### config.mk
export PLATFORM = sky130hd
export DESIGN_NAME = ofdm_cp_remover
export DESIGN_NICKNAME = d
export VERILOG_FILES = /design/src/rtl/ofdm_cp_remover.sv
export SDC_FILE = /design/constraint.sdc
export NUM_CORES = 1
export LEC_CHECK = 0
export CAP_MARGIN = 20
export CORE_ASPECT_RATIO = 0.5
export CORE_MARGIN = 2
export CORE_UTILIZATION = 28
export CTS_CLUSTER_SIZE = 40
export DETAILED_ROUTE_END_ITERATION = 10
export PLACE_DENSITY = 0.57
export SLEW_MARGIN = 15
export SYNTH_ARGS = -nofsm -noshare
export SYNTH_HDL_FRONTEND = slang
export SYNTH_SLANG_ARGS = --single-unit
### constraint.sdc
create_clock -name aclk -period 2.1 [get_ports aclk]
set_clock_uncertainty 0.05 [all_clocks]
set_input_delay 0.42 -clock aclk [delete_from_list [all_inputs] [get_ports aclk]]
set_output_delay 0.42 -clock aclk [all_outputs]
set_load 0.01 [all_outputs]
### src/rtl/ofdm_cp_remover.sv
// OFDM cyclic-prefix remover: locks to a frame-start marker, drops CP_LEN
// prefix samples per symbol, and forwards NFFT samples as an AXI-Stream
// packet with tlast on the final sample. Two-entry output stage (output
// register plus skid) keeps one sample per cycle under backpressure.
module ofdm_cp_remover #(
   parameter int DATA_WIDTH = 32,
   parameter int NFFT       = 1024,
   parameter int CP_LEN     = 256,
   parameter int CNT_WIDTH  = 16
) (
   input  logic                  aclk,
   input  logic                  areset,
   input  logic [DATA_WIDTH-1:0] s_axis_tdata,
   input  logic                  s_axis_tvalid,
   output logic                  s_axis_tready,
   input  logic                  s_axis_tuser,
   output logic [DATA_WIDTH-1:0] m_axis_tdata,
   output logic                  m_axis_tvalid,
   input  logic                  m_axis_tready,
   output logic                  m_axis_tlast,
   output logic [CNT_WIDTH-1:0]  sym_count,
   output logic                  resync_err
);

   // One extra bit so CP_LEN-1 and NFFT-1 always fit.
   localparam int PW = $clog2(NFFT) + 1;

   typedef enum logic [1:0] {ST_IDLE, ST_SKIP, ST_PASS} state_t;

   localparam logic [PW-1:0] CP_LAST   = PW'(CP_LEN - 1);
   localparam logic [PW-1:0] NFFT_LAST = PW'(NFFT - 1);
   // A sample taken as CP sample 0 completes a one-sample prefix on its own.
   localparam state_t        CP0_NEXT  = (CP_LEN == 1) ? ST_PASS : ST_SKIP;
   localparam logic [PW-1:0] CP0_POS   = (CP_LEN == 1) ? PW'(0) : PW'(1);

   state_t                  state_reg;
   logic [PW-1:0]           pos_reg;
   logic                    resync_err_reg;

   logic [DATA_WIDTH-1:0]   out_data_reg;
   logic                    out_last_reg;
   logic                    out_valid_reg;
   logic [DATA_WIDTH-1:0]   skid_data_reg;
   logic                    skid_last_reg;
   logic                    skid_valid_reg;
   logic [CNT_WIDTH-1:0]    sym_count_reg;

   logic in_xfer;
   logic push;
   logic push_last;
   logic pop;
   logic ready;

   // Input is always accepted outside PASS; in PASS only while the skid is free.
   always_comb begin
      ready = 1'b0;
      if (!areset) begin
         ready = (state_reg != ST_PASS) || !skid_valid_reg;
      end
   end

   assign s_axis_tready = ready;
   assign in_xfer       = s_axis_tvalid & ready;
   // A tuser sample in PASS restarts the CP instead of being forwarded.
   assign push          = in_xfer & (state_reg == ST_PASS) & ~s_axis_tuser;
   assign push_last     = (pos_reg == NFFT_LAST);
   assign pop           = out_valid_reg & m_axis_tready;

   // Framing FSM: tracks position within the prefix or the payload.
   always_ff @(posedge aclk) begin
      if (areset) begin
         state_reg      <= ST_IDLE;
         pos_reg        <= '0;
         resync_err_reg <= 1'b0;
      end else if (in_xfer) begin
         case (state_reg)
            ST_IDLE: begin
               if (s_axis_tuser) begin
                  state_reg <= CP0_NEXT;
                  pos_reg   <= CP0_POS;
               end
            end
            ST_SKIP: begin
               // tuser at prefix position 0 is the expected boundary: ignore it.
               if (s_axis_tuser && pos_reg != '0) begin
                  resync_err_reg <= 1'b1;
                  state_reg      <= CP0_NEXT;
                  pos_reg        <= CP0_POS;
               end else if (pos_reg == CP_LAST) begin
                  state_reg <= ST_PASS;
                  pos_reg   <= '0;
               end else begin
                  pos_reg <= pos_reg + PW'(1);
               end
            end
            ST_PASS: begin
               if (s_axis_tuser) begin
                  resync_err_reg <= 1'b1;
                  state_reg      <= CP0_NEXT;
                  pos_reg        <= CP0_POS;
               end else if (pos_reg == NFFT_LAST) begin
                  state_reg <= ST_SKIP;
                  pos_reg   <= '0;
               end else begin
                  pos_reg <= pos_reg + PW'(1);
               end
            end
            default: begin
               state_reg <= ST_IDLE;
               pos_reg   <= '0;
            end
         endcase
      end
   end

   // Output register plus skid; skid only fills when output is stalled.
   always_ff @(posedge aclk) begin
      if (areset) begin
         out_data_reg   <= '0;
         out_last_reg   <= 1'b0;
         out_valid_reg  <= 1'b0;
         skid_data_reg  <= '0;
         skid_last_reg  <= 1'b0;
         skid_valid_reg <= 1'b0;
         sym_count_reg  <= '0;
      end else begin
         if (!out_valid_reg || pop) begin
            if (skid_valid_reg) begin
               // push cannot coincide: input is held off while the skid is full
               out_data_reg   <= skid_data_reg;
               out_last_reg   <= skid_last_reg;
               out_valid_reg  <= 1'b1;
               skid_valid_reg <= 1'b0;
            end else begin
               out_valid_reg <= push;
               out_last_reg  <= push & push_last;
               if (push) begin
                  out_data_reg <= s_axis_tdata;
               end
            end
         end else if (push) begin
            skid_data_reg  <= s_axis_tdata;
            skid_last_reg  <= push_last;
            skid_valid_reg <= 1'b1;
         end
         if (pop && out_last_reg) begin
            sym_count_reg <= sym_count_reg + CNT_WIDTH'(1);
         end
      end
   end

   assign m_axis_tdata  = out_data_reg;
   assign m_axis_tvalid = out_valid_reg;
   assign m_axis_tlast  = out_last_reg;
   assign sym_count     = sym_count_reg;
   assign resync_err    = resync_err_reg;

endmodule

==> impl_metrics.csv, run 1 <==
group,metric,value,unit
floorplan,dieArea,16000,um^2
place,post-place-ws,-0.214,ns
sta,worst_pin_slew,0.537,ns
logic_synthesis,syn_area,4190,um^2
drt,dr.first_iter.drc_count,204,
clocking,cts.clk_slew.worst_paths,0.07,ns
clocking,cts.hold.buffers_added,0,
drt,routed_wirelength,10.3,mm
setup_path,critical_path.max_stage_delay,0.45,ns
sta,rsz0062_at_grt,"yes",
logic_synthesis,synth_flop_cell,"dfxtp_1",
finish,syn2layout_area_growth,41.0,%
place,gp_congestion,0.799,
clocking,clock_latency,0.34,ns
drt,wl_per_cell,13.0,um
sta,setup_viol,0,
logic_synthesis,syn_avg_cell_area,8.54,um^2
sta,finalHoldViolCount,0,
pwr,cellLeakagePower,1.88,nW
logic_synthesis,synthTopCellsByArea,"dfxtp_1, mux2i_1, nand2_1",
setup_path,worst-r2r-setup-slack,0.04,ns
setup_path,path_cells,"inv_2 -> ha_4 -> or4b_4 -> o31a_1 -> o22a_4 -> o31ai_4 -> a32o_1",
setup_path,arrival,2.29,ns
setup_path,path_delay_family,"compound AO/OA/AOI/OAI gates",
floorplan,rows,31,
logic_synthesis,synth_top_area_share,0.469,
clocking,numClockSinks,98,
pwr,peakVddDrop,0.368,mV
clocking,cts_tree,"yes",
sta,min_period,2.06,ns
setup_path,cp_num_buf_inv,1,
logic_synthesis,async_reset_ff_frac,0,
floorplan,ios,89,
sta,worst_slack,0.0449,ns
floorplan,die_x,177,um
drt,vias,3653,
grt,antenna_found_initial,0,
logic_synthesis,synth-seq-area-share,0.469,
grt,grt_max_degree,49,
grt,grt-ovfl-total,0,
min_path,hold_class,"flip-flop to flip-flop",
logic_synthesis,synth_nets,530,
drt,viasPerCell,4.60,
logic_synthesis,synth-seq-cells,98,
sta,fmax,0.487,GHz
sta,fin_crit_sh,0.979,
drt,detailedRoute.firstPassIterationCount,4,
finish,fin_util,0.406,
run_status,run_status,"finished, final reports clean",
clocking,cts_max_path_buffers,2,
setup_path,endpoint_kind,"flip-flop",
grt,grt_pass1_vias,3389,
grt,grt_use_total,0.128,
drt,route.detailed.drc,0,
setup_path,cp_data_required_time,2.34,ns
logic_synthesis,yosysTopAreaCell,"dfxtp_1",
pwr,powerDensity,676,nW/um^2
sta,max_slew_margin,0.642,
logic_synthesis,yosysWarningCount,0,
setup_path,crit_slowest_cell,"or4b_4",
logic_synthesis,synth-edff-count,0,
finish,antennaDiodeCount,0,
flow_run,maxCapViolations,0,
setup_path,critPathMaxFanout,6,
clocking,cts-root-buf,"clkbuf_16",
finish,fin_nets,631,
place,portBuffers,88,
clocking,htree_levels,3,
place,hpwl,7.21,mm
clocking,cts_made_buffers,9,
logic_synthesis,synth_cell_type_count,36,
floorplan,die_h,90.5,um
floorplan,core_area,14500,um^2
setup_path,worstRegToRegCells,7,
finish,drive_gt1_frac,0.114,
logic_synthesis,postSynthCellCount,490,
grt,grt_first_pass_wirelength,16.7,mm
setup_path,crit_cells,7,
setup_path,path_class,"flip-flop to flip-flop",
min_path,hold_depth,2,
sta,drv_slew,0,
floorplan,start_util,0.288,
drt,ant_nets,0,
setup_path,crit_path_start_kind,"flip-flop",
## worst paths after layout
path                                         end                            from
hold reg to reg   skid_data_reg[19]$_SDFFE_PP0P_  skid_data_reg[19]$_SDFFE_PP0P_
hold / removal    skid_data_reg[19]$_SDFFE_PP0P_  skid_data_reg[19]$_SDFFE_PP0P_
setup / recovery         pos_reg[7]$_SDFFE_PP0P_         pos_reg[0]$_SDFFE_PP0P_
setup reg to reg         pos_reg[7]$_SDFFE_PP0P_         pos_reg[0]$_SDFFE_PP0P_
## through the flow
stage               power [mW]  area (um^2)  instances  hold slack, ns  TNS [ns]
global placement          2.13         5480        776           0.391     -7.35
global route              4.12         5900        794           0.416    -0.155
CTS                       4.03         5830        792           0.405         0
detailed placement        2.13         5480        776           0.396     -9.24
floorplan                 2.00         4190        490           0.386         0
finish                    3.99         5900        794           0.403         0
## timing repair
| action | in CTS | in global routing |
|---|---|---|
| gates cloned | 0 | 0 |
| hold endpoints to repair | 0 | 0 |
| pin swaps | 1 | 11 |
| resized for setup | 3 | 12 |
| setup endpoints to repair | 3 | 12 |
| setup buffers | 0 | 2 |
## tightest hold or removal path, cell delays in order (launching register included)
cell and delay [ns]:
dfxtp_1 0.31, nand2_1 0.05, a21oi_1 0.05
## report_power, final
part | total, mW | internal (mW) | switching (mW)
logic | 0.226 | 0.118 | 0.108
clock network | 1.89 | 1.17 | 0.721
registers | 1.87 | 1.86 | 0.00492
total | 3.99 | 3.15 | 0.834
## cell usage after synthesis (2+ instances only)
cell / n
dfxtp_1: 98
nand2_1: 81
nor2_1: 57
a21oi_1: 49
a211oi_1: 34
mux2i_1: 33
clkbuf_1: 19
buf_2: 10
nor2b_1: 9
o21ai_0: 9
nand4_1: 8
o31ai_1: 8
xnor2_1: 8
nor3_1: 7
xor2_1: 7
nor4_1: 6
or3_1: 6
nand2b_1: 5
nand3_1: 5
and3_1: 4
buf_1: 4
inv_1: 4
ha_1: 3
a32o_1: 2
nand3b_1: 2
o31a_1: 2
## metal layers
metal,vias up,global-route usage,share of wire
met2,34,0.223,0.50
met1,1694,0.161,0.46
met5,-,0,0
met3,4,0.0349,0.035
met4,0,0.0227,0.0055
li1,1921,-,-
## layout make-up
cell class	instances	area, um^2
clock inverter	6	114
tap	198	248
fill	1461	8640
multi-input combinational	355	2140
clock buffer	10	229
timing repair buffer	123	1190
inverter	4	15.0
sequential	98	1970
## cells in the final DEF, fill, tap and decap left out, drive strengths merged, types with 3 or more instances in the layout
cell and instances:
nor2 57, or3 6, o31ai 8, nand2b 5, nand4 8, a211oi 34
bufinv 3, a21oi 49, nand2 81, clkbuf 10, xor2 7, o21ai 9
inv 5, ha 3, buf 36, dfxtp 98, clkdlybuf4s50 86, nand3 5
nor2b 9, nor4 7, mux2i 33, nor3 7, and3 4, xnor2 8
## cells by family after synthesis
group                    count (synthesis)  synth area share
AND/OR/NAND/NOR                        193             0.207
AO/OA/AOI/OAI                          111             0.169
flip-flops                              98             0.469
buffers and inverters                   37            0.0362
multiplexers                            33            0.0789
XOR/XNOR                                15            0.0314
adder cells (fa/ha/maj)                  3           0.00897
No activity file was read; power rests on OpenSTA's default activity.
==> run 2, diff against run 1 <==
Settings changed: CELL_PAD_IN_SITES_DETAIL_PLACEMENT set to 0, CELL_PAD_IN_SITES_GLOBAL_PLACEMENT set to 2, CORE_ASPECT_RATIO 0.5 to unset, CORE_UTILIZATION 28 to 27, PLACE_DENSITY 0.57 to 0.82.
==> run 2 against run 1 <==
  * The flow now finishes with violations (setup timing)
  * Worst setup slack got worse by 0.093 ns
  * Flip-flop and latch count is the same
  * Cell area shrank 0.55%
  * Largest power group is now sequential cells
  * Worst hold slack worse by 0.12 ns
  * Clock-buffer cell count grew 2
  * Routed wire length rose by 5.3%
==> impl_metrics.csv, run 2 (synthesis results as in run 1) <==
group,metric,value,unit
drt,dr.first_iter.drc_count,191,
sta,fin_setup_tns,-0.0637,ns
drt,ant_nets,0,
floorplan,die_x,129,um
clocking,cts_tree,"yes",
place,hpwl,7.19,mm
place,portBuffers,88,
sta,fmax,0.466,GHz
sta,min_period,2.15,ns
setup_path,endpoint_kind,"flip-flop",
pwr,powerDensity,657,nW/um^2
sta,fin_crit_sh,1.02,
sta,whs,0.283,ns
drt,viasPerCell,4.79,
clocking,cts_made_buffers,9,
grt,grt_pass1_vias,3582,
floorplan,rows,45,
setup_path,cp_data_required_time,2.33,ns
grt,antenna_found_initial,0,
finish,fillers,1525,
clocking,cts.clk_slew.worst_paths,0.07,ns
drt,routed_wirelength,10.9,mm
sta,setup_viol,4,
sta,rsz0062_at_grt,"yes",
drt,vias,3746,
finish,drive_gt1_frac,0.116,
finish,mostFrequentLayoutCell,"dfxtp_1",
finish,fin_util,0.386,
pwr,power,3.86,mW
sta,finalHoldViolCount,0,
pwr,peakVddDrop,0.379,mV
place,gp_congestion,0.844,
floorplan,dieArea,16500,um^2
finish,antennaDiodeCount,0,
run_status,failed_checks,"setup timing",
place,placed_cells,764,
grt,grt_max_degree,92,
flow_run,maxCapViolations,0,
grt,grt_use_total,0.136,
clocking,cts_max_path_buffers,2,
pwr,cellLeakagePower,1.88,nW
setup_path,arrival,2.38,ns
setup_path,crit_path_start_kind,"flip-flop",
floorplan,core_area,15200,um^2
clocking,numClockSinks,98,
finish,syn2layout_area_growth,40.2,%
finish,fin_nets,629,
grt,grt-ovfl-total,0,
sta,worst_pin_slew,0.480,ns
setup_path,path_class,"flip-flop to flip-flop",
grt,grt_first_pass_wirelength,17.7,mm
finish,fin_cells,782,
clocking,cts.hold.buffers_added,0,
run_status,run_status,"complete, but fails checks",
drt,route.detailed.drc,0,
drt,detailedRoute.firstPassIterationCount,4,
setup_path,critPathMaxFanout,6,
drt,wl_per_cell,13.9,um
clocking,htree_levels,3,
clocking,clock_latency,0.35,ns
sta,max_slew_margin,0.680,
floorplan,start_util,0.275,
finish,final_cell_mix,"dfxtp_1, clkdlybuf4s50_1, nand2_1",
sta,worst_slack,-0.0478,ns
clocking,cts-root-buf,"clkbuf_16",
floorplan,ios,89,
floorplan,die_h,129,um
min_path,hold_class,"input port to flip-flop",
sta,drv_slew,0,
[run 2: changes by cell type in the layout (fill, tap and decap cells not counted), sizes merged]
cell           delta
dlymetal6s2s      +1
buf               -2
inv               +1
clkdlybuf4s50     -1
bufinv            -2
clkbuf            +2
clkinvlp          -1
[run 2: critical path, stage by stage (launching register included)]
cell	delay [ns]
dfxtp_2	0.34
inv_2	0.07
ha_4	0.11
or4b_4	0.47
o31a_1	0.38
o22a_4	0.32
nand3b_1	0.20
a21oi_2	0.14
[run 2: worst paths after layout]
kind	slack, ns	cells after the start	start	endpoint
worst max register to register	-0.05	7	pos_reg[1]$_SDFFE_PP0P_	pos_reg[1]$_SDFFE_PP0P_
worst min-delay path	0.28	2	areset	skid_last_reg$_SDFFE_PP0P_
worst max-delay path	-0.05	7	pos_reg[1]$_SDFFE_PP0P_	pos_reg[1]$_SDFFE_PP0P_
worst min register to register	0.41	2	skid_data_reg[1]$_SDFFE_PP0P_	skid_data_reg[1]$_SDFFE_PP0P_
[run 2: layout make-up]
type / count / area, um^2 / share of cell area
multi-input combinational: 355 / 2150 / 0.366
sequential: 98 / 1970 / 0.335
timing repair buffer: 121 / 1190 / 0.203
clock buffer: 12 / 256 / 0.0437
tap: 188 / 235 / 0.0401
clock inverter: 4 / 56.3 / 0.00959
inverter: 4 / 15.0 / 0.00256
[run 2: layer usage]
metal / share of wire / wire (um) / GRT usage
met4: 0.0099 / 108 / 0.0307
met2: 0.46 / 5020 / 0.226
met3: 0.049 / 532 / 0.0491
met5: 0 / 0 / 0
met1: 0.48 / 5240 / 0.170
[run 2: what timing repair did]
| action | 4_1_cts | 5_1_grt |
|---|---|---|
| pin swaps | 3 | 9 |
| gates cloned | 0 | 0 |
| setup buffers | 2 | 0 |
| resized for setup | 5 | 14 |
| setup endpoints to repair | 11 | 47 |
[run 2: per-stage QoR]
step | cell area [um^2] | worst slack [ns]
global route | 5870 | -0.118
floorplan | 4190 | 0.0782
finish | 5870 | -0.0478
CTS | 5810 | 0.00385
detailed placement | 5470 | -0.351
global placement | 5470 | -0.287
[run 2: power breakdown]
part	switching, mW	total (mW)	internal (mW)
Combinational	0.113	0.238	0.124
Clock	0.751	1.75	1.00
Sequential	0.00548	1.87	1.86
Total	0.870	3.86	2.99
==> run 3, diff against run 2 <==
Settings changed: REMOVE_ABC_BUFFERS set to 1, SETUP_SLACK_MARGIN set to 0.2.
==> run 3 against run 2 <==
  * Highest routed layer unchanged
  * Sequential power about the same
  * Cell area increased by 5.9%
  * Global-route usage is 0.14 points higher
  * The run now ends clean
  * Worst setup slack gained 0.12 ns
  * Routed wire length grew 11%
  * Power is 1.0% lower
  * Clock power down 2%
  * Critical path depth unchanged
  * Core utilization increased by 2.3 points
  * Critical path type unchanged
  * Largest cell class unchanged
==> impl_metrics.csv, run 3 (synthesis results as in run 1) <==
group,metric,value,unit
drt,vias,3918,
sta,fin_setup_tns,0,ns
min_path,hold_class,"input port to flip-flop",
finish,fin_cells,800,
floorplan,start_util,0.275,
setup_path,r2r-start,"pos_reg[0]$_SDFFE_PP0P_",
clocking,cts_tree,"yes",
drt,dr.max_layer_used,"met4",
grt,grt_use_total,0.137,
grt,antenna_found_initial,0,
drt,wl_per_cell,15.2,um
floorplan,ios,89,
sta,worst_pin_slew,0.600,ns
finish,antennaDiodeCount,0,
place,portBuffers,88,
finish,fin_util,0.409,
finish,finalInstanceArea,6220,um^2
run_status,run_status,"finished, final reports clean",
grt,grt-ovfl-total,0,
pwr,powerDensity,614,nW/um^2
drt,wl_met2,5.95,mm
drt,detailedRoute.firstPassIterationCount,4,
grt,grt_first_pass_wirelength,18.1,mm
place,dpl_cell_area,5450,um^2
setup_path,path_class,"flip-flop to flip-flop",
sta,max_slew_margin,0.600,
clocking,cts.hold.buffers_added,0,
min_path,min_from,"areset",
place,placed_cells,765,
floorplan,core_area,15200,um^2
clocking,cts_max_path_buffers,2,
setup_path,worstRegToRegCells,7,
finish,fin_nets,647,
setup_path,arrival,2.26,ns
setup_path,crit_path_start_kind,"flip-flop",
setup_path,endpoint_kind,"flip-flop",
sta,finalHoldViolCount,0,
drt,viasPerCell,4.90,
clocking,cts-root-buf,"clkbuf_16",
sta,rsz0062_at_grt,"yes",
setup_path,cp_data_required_time,2.33,ns
floorplan,die_x,129,um
sta,min_period,2.03,ns
clocking,cts.clk_slew.worst_paths,0.07,ns
place,hpwl,7.35,mm
flow_run,maxCapViolations,0,
drt,dr.first_iter.drc_count,208,
floorplan,dieArea,16500,um^2
pwr,cellLeakagePower,1.99,nW
finish,mostFrequentLayoutCell,"dfxtp_1",
floorplan,die_h,129,um
setup_path,critPathLaunch,"pos_reg[0]$_SDFFE_PP0P_",
clocking,cts_made_buffers,9,
setup_path,worst-r2r-setup-slack,0.07,ns
min_path,hold_depth,2,
finish,final_cell_mix,"dfxtp_1, clkdlybuf4s50_1, nand2_1",
sta,fmax,0.493,GHz
sta,drv_slew,0,
sta,fin_crit_sh,0.966,
drt,wl_met1,5.58,mm
finish,syn2layout_area_growth,48.5,%
drt,dr_wl_met3,397,um
grt,grt_pass1_vias,3596,
drt,routed_wirelength,12.1,mm
clocking,clock_latency,0.35,ns
floorplan,rows,45,
sta,setup_viol,0,
clocking,htree_levels,3,
pwr,peakVddDrop,0.416,mV
drt,ant_nets,0,
sta,worst_slack,0.0721,ns
min_path,whs_endpoint,"state_reg[1]$_SDFFE_PP0P_",
drt,route.detailed.drc,0,
place,gp_congestion,0.831,
setup_path,worstReg2RegEnd,"pos_reg[1]$_SDFFE_PP0P_",
clocking,numClockSinks,98,
finish,drive_gt1_frac,0.173,
grt,grt_max_degree,47,
place,post-place-ws,-0.212,ns
setup_path,critPathMaxFanout,6,
[run 3: cell types whose count changed in the layout (fill, tap and decap cells not counted), moves of 3 or more]
cell       previous run  this run
buf_4                29        38
a211oi_1             34        27
a211oi_2              0         7
clkbuf_16             9        14
nor4_1                6         2
nor4_2                0         4
a21oi_1              48        45
a21oi_2               1         4
buf_6                 0         3
[run 3: cell type report]
class	count	area (um^2)
fill	1487	8990
multi-input combinational	355	2240
sequential	98	1970
timing repair buffer	139	1450
clock buffer	11	243
tap	188	235
clock inverter	5	60.1
inverter	4	15.0
[run 3: where the power goes]
group,internal [mW],switching (mW)
clock,0.964,0.746
sequential,1.86,0.00500
combinational,0.124,0.118
[run 3: layer usage]
layer  vias up  global-route usage
met2        73               0.228
met4         0              0.0537
met5         -                   0
met1      1880               0.178
met3        13              0.0233
li1       1952                   -
[run 3: per-stage QoR]
stage	hold slack (ns)	total power, mW
detailed placement	0.397	2.13
finish	0.276	3.82
global route	0.278	3.97
floorplan	0.380	1.97
CTS	0.265	3.86
global placement	0.391	2.13
[run 3: how the worst max path moves through the flow]
| stage | to | slack [ns] | cells past startpoint |
|---|---|---|---|
| 6_report | pos_reg[1]$_SDFFE_PP0P_ | 0.07 | 7 |
| 4_1_cts | pos_reg[7]$_SDFFE_PP0P_ | 0.1 | 7 |
| 3_3_place_gp | m_axis_tdata[2]$_SDFFE_PP0P_ | -0.19 | 7 |
| 2_1_floorplan | m_axis_tdata[0]$_SDFFE_PP0P_ | -1.01 | 3 |
| 5_1_grt | pos_reg[7]$_SDFFE_PP0P_ | -0.01 | 8 |
| 3_5_place_dp | m_axis_tdata[14]$_SDFFE_PP0P_ | -0.21 | 7 |
[run 3: critical path: stages, from the launching register on]
cell and delay, ns:
dfxtp_2 0.32, inv_2 0.07, ha_4 0.13, or4b_4 0.47
o31a_1 0.32, o22a_4 0.28, nand3b_1 0.19, a21oi_2 0.13
[run 3: timing repair]
item / CTS / global route
gates resized for setup: 26 / 23
pin swaps: 22 / 8
setup buffers: 5 / 6
setup endpoints to repair: 43 / 70
gates cloned: 2 / 6
